===== src/rtl/ct_had_ddc_pkg.sv =====
// Shared definitions for the HAD DDC (debug direct-download) controller and datapath.
//   - sequencer state encodings
//   - default watchdog width / limit
//   - instruction words injected into the core for each phase
package ct_had_ddc_pkg;

  localparam int unsigned DDC_TO_W   = 8;
  localparam logic [7:0]  DDC_TO_MAX = 8'hFF;

  // mv x1,x1 (ffy), mv x2,x2 (ffy), sd x2,0(x1)
  localparam logic [31:0] DDC_INST_ADDR  = 32'h00008093;
  localparam logic [31:0] DDC_INST_DATA  = 32'h00010113;
  localparam logic [31:0] DDC_INST_STORE = 32'h0020b023;

  typedef enum logic [2:0] {
    DDC_IDLE   = 3'd0,
    DDC_A_REQ  = 3'd1,
    DDC_A_WAIT = 3'd2,
    DDC_D_REQ  = 3'd3,
    DDC_D_WAIT = 3'd4,
    DDC_S_REQ  = 3'd5,
    DDC_S_WAIT = 3'd6
  } ddc_state_e;

endpackage


===== src/rtl/ct_had_ddc_wdt.sv =====
// Per-instruction completion watchdog for the DDC sequencer.
// Ports:
//   cpuclk, cpurst_b  clock, async active-low reset
//   wdt_clr           clear counter (issued on every REQ)
//   wdt_en            count this cycle (WAIT states)
//   wdt_expire        this counting cycle brings the count to TO_MAX
module ct_had_ddc_wdt
  import ct_had_ddc_pkg::*;
#(
  parameter int unsigned      TO_W   = DDC_TO_W,
  parameter logic [TO_W-1:0]  TO_MAX = TO_W'(DDC_TO_MAX)
) (
  input  logic cpuclk,
  input  logic cpurst_b,
  input  logic wdt_clr,
  input  logic wdt_en,
  output logic wdt_expire
);

  logic [TO_W-1:0] cnt;
  logic [TO_W-1:0] cnt_inc;

  assign cnt_inc = cnt + TO_W'(1);

  // Saturates at TO_MAX; the sequencer leaves WAIT on the same cycle the
  // limit is reached, so the count parks at TO_MAX in IDLE.
  always_ff @(posedge cpuclk or negedge cpurst_b) begin
    if (!cpurst_b)
      cnt <= '0;
    else if (wdt_clr)
      cnt <= '0;
    else if (wdt_en && (cnt != TO_MAX))
      cnt <= cnt_inc;
  end

  assign wdt_expire = wdt_en && (cnt != TO_MAX) && (cnt_inc == TO_MAX);

endmodule


===== src/rtl/ct_had_ddc_ctrl.sv =====
// Sequencing controller for the HAD DDC datapath.
// Turns Update-DR of DADDR/DDATA into injected instruction sequences:
//   DADDR: address phase (mv x1,x1)
//   DDATA: data phase (mv x2,x2) then store phase (sd x2,0(x1)) + DADDR += 8
// Ports:
//   cpuclk, cpurst_b                 clock, async active-low reset
//   hcr_ddc_en                       DDC mode enable; low forces idle
//   x_sm_xx_update_dr_en             Update-DR strobe
//   ir_xx_daddr_reg_sel/ddata_reg_sel IR register selects
//   rtu_had_ddc_inst_cmplt           injected instruction retired
//   ddc_ctrl_dp_addr_sel/data_sel    datapath phase selects
//   ddc_ctrl_dp_addr_gen             DADDR increment strobe
//   ddc_xx_update_ir                 start execution of injected instruction
//   ddc_ctrl_busy                    sequence in progress
//   ddc_ctrl_ovr_err, ddc_ctrl_to_err sticky overrun / watchdog flags
module ct_had_ddc_ctrl
  import ct_had_ddc_pkg::*;
#(
  parameter int unsigned      TO_W   = DDC_TO_W,
  parameter logic [TO_W-1:0]  TO_MAX = TO_W'(DDC_TO_MAX)
) (
  input  logic cpuclk,
  input  logic cpurst_b,
  input  logic hcr_ddc_en,
  input  logic x_sm_xx_update_dr_en,
  input  logic ir_xx_daddr_reg_sel,
  input  logic ir_xx_ddata_reg_sel,
  input  logic rtu_had_ddc_inst_cmplt,
  output logic ddc_ctrl_dp_addr_sel,
  output logic ddc_ctrl_dp_data_sel,
  output logic ddc_ctrl_dp_addr_gen,
  output logic ddc_xx_update_ir,
  output logic ddc_ctrl_busy,
  output logic ddc_ctrl_ovr_err,
  output logic ddc_ctrl_to_err
);

  ddc_state_e state_q, state_nxt;
  logic daddr_trig, ddata_trig;
  logic wdt_clr, wdt_en, wdt_expire;
  logic to_hit;

  assign daddr_trig = x_sm_xx_update_dr_en & ir_xx_daddr_reg_sel & hcr_ddc_en;
  assign ddata_trig = x_sm_xx_update_dr_en & ir_xx_ddata_reg_sel & hcr_ddc_en;

  ct_had_ddc_wdt #(
    .TO_W   (TO_W),
    .TO_MAX (TO_MAX)
  ) x_ct_had_ddc_wdt (
    .cpuclk     (cpuclk),
    .cpurst_b   (cpurst_b),
    .wdt_clr    (wdt_clr),
    .wdt_en     (wdt_en),
    .wdt_expire (wdt_expire)
  );

  always_ff @(posedge cpuclk or negedge cpurst_b) begin
    if (!cpurst_b)
      state_q <= DDC_IDLE;
    else
      state_q <= state_nxt;
  end

  always_comb begin
    state_nxt            = state_q;
    ddc_ctrl_dp_addr_sel = 1'b0;
    ddc_ctrl_dp_data_sel = 1'b0;
    ddc_ctrl_dp_addr_gen = 1'b0;
    ddc_xx_update_ir     = 1'b0;
    wdt_clr              = 1'b0;
    wdt_en               = 1'b0;
    to_hit               = 1'b0;
    case (state_q)
      DDC_IDLE: begin
        if (daddr_trig)
          state_nxt = DDC_A_REQ;
        else if (ddata_trig)
          state_nxt = DDC_D_REQ;
      end
      DDC_A_REQ: begin
        ddc_ctrl_dp_addr_sel = 1'b1;
        ddc_xx_update_ir     = 1'b1;
        wdt_clr              = 1'b1;
        state_nxt            = DDC_A_WAIT;
      end
      DDC_A_WAIT: begin
        ddc_ctrl_dp_addr_sel = 1'b1;
        wdt_en               = 1'b1;
        if (rtu_had_ddc_inst_cmplt)
          state_nxt = DDC_IDLE;
        else if (wdt_expire) begin
          to_hit    = 1'b1;
          state_nxt = DDC_IDLE;
        end
      end
      DDC_D_REQ: begin
        ddc_ctrl_dp_data_sel = 1'b1;
        ddc_xx_update_ir     = 1'b1;
        wdt_clr              = 1'b1;
        state_nxt            = DDC_D_WAIT;
      end
      DDC_D_WAIT: begin
        ddc_ctrl_dp_data_sel = 1'b1;
        wdt_en               = 1'b1;
        if (rtu_had_ddc_inst_cmplt)
          state_nxt = DDC_S_REQ;
        else if (wdt_expire) begin
          to_hit    = 1'b1;
          state_nxt = DDC_IDLE;
        end
      end
      DDC_S_REQ: begin
        ddc_xx_update_ir = 1'b1;
        wdt_clr          = 1'b1;
        state_nxt        = DDC_S_WAIT;
      end
      DDC_S_WAIT: begin
        wdt_en = 1'b1;
        if (rtu_had_ddc_inst_cmplt) begin
          ddc_ctrl_dp_addr_gen = 1'b1;
          state_nxt            = DDC_IDLE;
        end else if (wdt_expire) begin
          to_hit    = 1'b1;
          state_nxt = DDC_IDLE;
        end
      end
      default: state_nxt = DDC_IDLE;
    endcase
    // Mode disable overrides everything: pulses and a same-cycle cmplt are dropped.
    if (!hcr_ddc_en) begin
      state_nxt            = DDC_IDLE;
      ddc_xx_update_ir     = 1'b0;
      ddc_ctrl_dp_addr_gen = 1'b0;
      to_hit               = 1'b0;
    end
  end

  assign ddc_ctrl_busy = (state_q != DDC_IDLE);

  always_ff @(posedge cpuclk or negedge cpurst_b) begin
    if (!cpurst_b) begin
      ddc_ctrl_ovr_err <= 1'b0;
      ddc_ctrl_to_err  <= 1'b0;
    end else if (!hcr_ddc_en) begin
      ddc_ctrl_ovr_err <= 1'b0;
      ddc_ctrl_to_err  <= 1'b0;
    end else begin
      if (ddc_ctrl_busy && (daddr_trig || ddata_trig))
        ddc_ctrl_ovr_err <= 1'b1;
      if (to_hit)
        ddc_ctrl_to_err <= 1'b1;
    end
  end

endmodule


===== config.mk =====
export PLATFORM = sky130hd
export DESIGN_NAME = ct_had_ddc_ctrl
export DESIGN_NICKNAME = d
export VERILOG_FILES = /design/src/rtl/ct_had_ddc_pkg.sv /design/src/rtl/ct_had_ddc_wdt.sv /design/src/rtl/ct_had_ddc_ctrl.sv
export SDC_FILE = /design/constraint.sdc
export NUM_CORES = 1
export LEC_CHECK = 0
export ABC_AREA = 1
export CAP_MARGIN = 20
export CORE_MARGIN = 5
export CORE_UTILIZATION = 54
export CTS_BUF_LIST = sky130_fd_sc_hd__clkbuf_8
export DETAILED_ROUTE_END_ITERATION = 10
export HOLD_SLACK_MARGIN = 0.03
export PLACE_DENSITY = 0.83
export SYNTH_ARGS = -nofsm -noshare
export SYNTH_HDL_FRONTEND = slang
export SYNTH_SLANG_ARGS = --single-unit

===== constraint.sdc =====
create_clock -name cpuclk -period 1.9 [get_ports cpuclk]
set_clock_uncertainty 0.05 [all_clocks]
set_input_delay 0.19 -clock cpuclk [delete_from_list [all_inputs] [get_ports cpuclk]]
set_output_delay 0.19 -clock cpuclk [all_outputs]
set_load 0.01 [all_outputs]

==> impl_metrics.env <==
export IMPL_syn_area_um2=842
export IMPL_cpLargestDelayFamily="buffers and inverters"
export IMPL_cts_tree="built"
export IMPL_worst_ep_required_time_ns=1.66
export IMPL_viasPerCell=5.31
export IMPL_yosysMostFrequentCell="nand2_1"
export IMPL_synthSimpleGateAreaFrac_pct=31.6
export IMPL_hp_class="input port to async pin"
export IMPL_num_vias=844
export IMPL_first_global_vias=819
export IMPL_cp_slowest_stage_delay_ns=0.49
export IMPL_cap_viol_max_count=0
export IMPL_ir_worst_vdd_mv=0.735
export IMPL_p_leak_nw=0.586
export IMPL_drive_gt1_share_pct=16.8
export IMPL_grt_pass1_wl_um=3360
export IMPL_rrSetupSlack_ns=0.15
export IMPL_cts_root_buf="clkbuf_8"
export IMPL_cp_cell_sequence="nor2_1, buf_4, nand2_1, clkdlybuf4s50_1"
export IMPL_numPortBuffers=13
export IMPL_start_kind="register"
export IMPL_fp_dieW_um=49.5
export IMPL_cp_end_kind="output pin"
export IMPL_num_antenna_cells=0
export IMPL_cts_sinks=13
export IMPL_synth_top_area_share_pct=38.6
export IMPL_max_freq_mhz=563
export IMPL_grt_setup_unrepaired="false"
export IMPL_clk_pin_slew_ns=0.06
export IMPL_synth_cell_types=22
export IMPL_area_growth_syn_to_layout_pct=30.6
export IMPL_finalHoldViolCount=0
export IMPL_final_setup_tns_ns=0
export IMPL_muxShareOfSynthArea_pct=0
export IMPL_min_period_ns=1.78
export IMPL_final_util_pct=73.9
export IMPL_status="finished clean"
export IMPL_synth_warnings=0
export IMPL_critPathMaxFanout=6
export IMPL_cts_max_path_buffers=2
export IMPL_io_pins=14
export IMPL_seq_area_frac_synth_pct=38.6
export IMPL_antenna_found_initial=0
export IMPL_finalSetupViolCount=0
export IMPL_synth_edf_count=0
export IMPL_grt_overflow=0
export IMPL_synthAdderAreaFrac_pct=2.97
export IMPL_worst_slew_pin_slew_ns=0.586
export IMPL_worstSetupPathType="register to output pin"
export IMPL_antenna_left=0
export IMPL_ctsHoldBuffers=0
export IMPL_synth_common_cells="nand2_1, inv_1, dfrtp_1, nand3_1, nor2_1"
export IMPL_grt_start_max_net_pins=14
export IMPL_cts_buffers=3
export IMPL_drt_first_pass_iters=4
export IMPL_die_area_mm2=0.00245
export IMPL_synth_top_family_by_area="simple AND/OR/NAND/NOR gates"
export IMPL_drc_errors=0
export IMPL_synthesis_nets=128
export IMPL_gp_congestion=0.856
export IMPL_critPathBufInv=2
export IMPL_p_per_area_mw_per_mm2=971
export IMPL_drtIter0Drc=17
export IMPL_max_slew_margin_pct=60.8
export IMPL_wl_um=1920
export IMPL_dp_hpwl_um=1360
export IMPL_ys_seq_elements=13
export IMPL_avgRoutedWirePerCell_um=12.1
export IMPL_syn_inst=119
export IMPL_avgSynthCellArea_um2=7.08
export IMPL_row_count=14
export IMPL_worst_slack_ns=0.123
export IMPL_htree_levels=1
export IMPL_fin_crit_sh_pct=93.5
export IMPL_slowest_stage="clkdlybuf4s50_1"
export IMPL_clk_latency_ns=0.25
export IMPL_coreArea_mm2=0.00149
export IMPL_synth_area_leaders="dfrtp_1, nand2_1, inv_1"
export IMPL_dp_slack_ns=0.0627
export IMPL_grtUsageTotal_pct=17.8
export IMPL_synth_top_area_cell="dfrtp_1"
export IMPL_synth_xor_area_share_pct=1.04
export IMPL_synthFlopType="dfrtp_1"
export IMPL_cp_arrival_ns=1.54
export IMPL_initial_utilization_pct=56.6
export IMPL_nets=153
export IMPL_synth_compound_gate_area_share_pct=14.1
export IMPL_async_flop_share_pct=100
export IMPL_fp_dieH_um=49.5
export IMPL_drv_slew=0
per-layer routing:
| metal | wire length (um) | up-vias | global-route usage [%] | part of all wire [%] |
|---|---|---|---|---|
| li1 | - | 426 | - | - |
| met1 | 819 | 386 | 20.8 | 43 |
| met2 | 943 | 25 | 28.5 | 49 |
| met3 | 94 | 7 | 3.61 | 4.9 |
| met4 | 61 | 0 | 13.1 | 3.2 |
| met5 | 0 | - | 0 | 0 |
path summary, 6_finish.rpt:
check | from | end | cells past startpoint
worst max-delay path | state_q[0] | ddc_ctrl_busy | 4
worst min-delay path | cpurst_b | x_ct_had_ddc_wdt.cnt[2] | 1
worst max register to register | x_ct_had_ddc_wdt.cnt[0] | state_q[2] | 11
worst min register to register | ddc_ctrl_ovr_err | ddc_ctrl_ovr_err | 2
max in group asynchronous | cpurst_b | state_q[0] | 1
min in group cpuclk | ddc_ctrl_ovr_err | ddc_ctrl_ovr_err | 2
repair_timing:
action | 4_1_cts | 5_1_grt
gates resized for setup | 2 | 5
pin swaps | 0 | 0
setup buffers | 3 | 1
endpoints found under the setup margin | 3 | 4
per-stage QoR:
stage / hold WS (ns) / instance area (um2) / total power (W) / instances
floorplan: -0.156 / 842 / 0.000637 / 119
global placement: 0.434 / 1010 / 0.000789 / 151
detailed placement: 0.453 / 1010 / 0.000800 / 151
CTS: 0.294 / 1080 / 0.00107 / 158
global route: 0.346 / 1100 / 0.00115 / 159
finish: 0.265 / 1100 / 0.00107 / 159
final cells by class:
cell class              instances  area [um2]
repair buffers                 20         189
inverters                      26        97.6
clock buffers                   3        41.3
well taps                      16        20.0
clock inverters                 1        3.75
multi-input cells              80         422
fillers                       111         389
flip-flops and latches         13         327
placed cells by master (no fill, tap or decap), drive strengths merged:
master,Yosys,routed
a21oi,7,7
a31oi,1,1
buf,0,7
clkbuf,0,3
clkdlybuf4s50,0,9
dfrtp,13,13
dlygate4sd2,0,1
dlymetal6s2s,0,3
ha,2,2
inv,26,27
nand2,30,30
nand3,9,9
nand4,2,2
nor2,12,12
nor3,2,2
nor4,1,1
o211ai,1,1
o21ai,7,7
o22ai,5,5
xor2,1,1
registers in the layout (all words and copies together) (netlist names):
signal / cells
ddc_ctrl_to_err: 1
state_q: 3
x_ct_had_ddc_wdt.cnt: 8
ddc_ctrl_ovr_err: 1
cells by family after synthesis:
group | after synthesis
AND/OR/NAND/NOR | 56
buffers and inverters | 26
AO/OA/AOI/OAI | 21
flip-flops | 13
adder cells (fa/ha/maj) | 2
XOR/XNOR | 1
report_power, final:
group / total (W) / switching (W) / internal [W] / leakage, nW
Sequential: 0.000381 / 0.0000559 / 0.000325 / 0.175
Combinational: 0.000439 / 0.000251 / 0.000188 / 0.384
Clock: 0.000247 / 0.000105 / 0.000143 / 0.0269
Total: 0.00107 / 0.000412 / 0.000656 / 0.586
No activity file was read; power rests on OpenSTA's default activity.
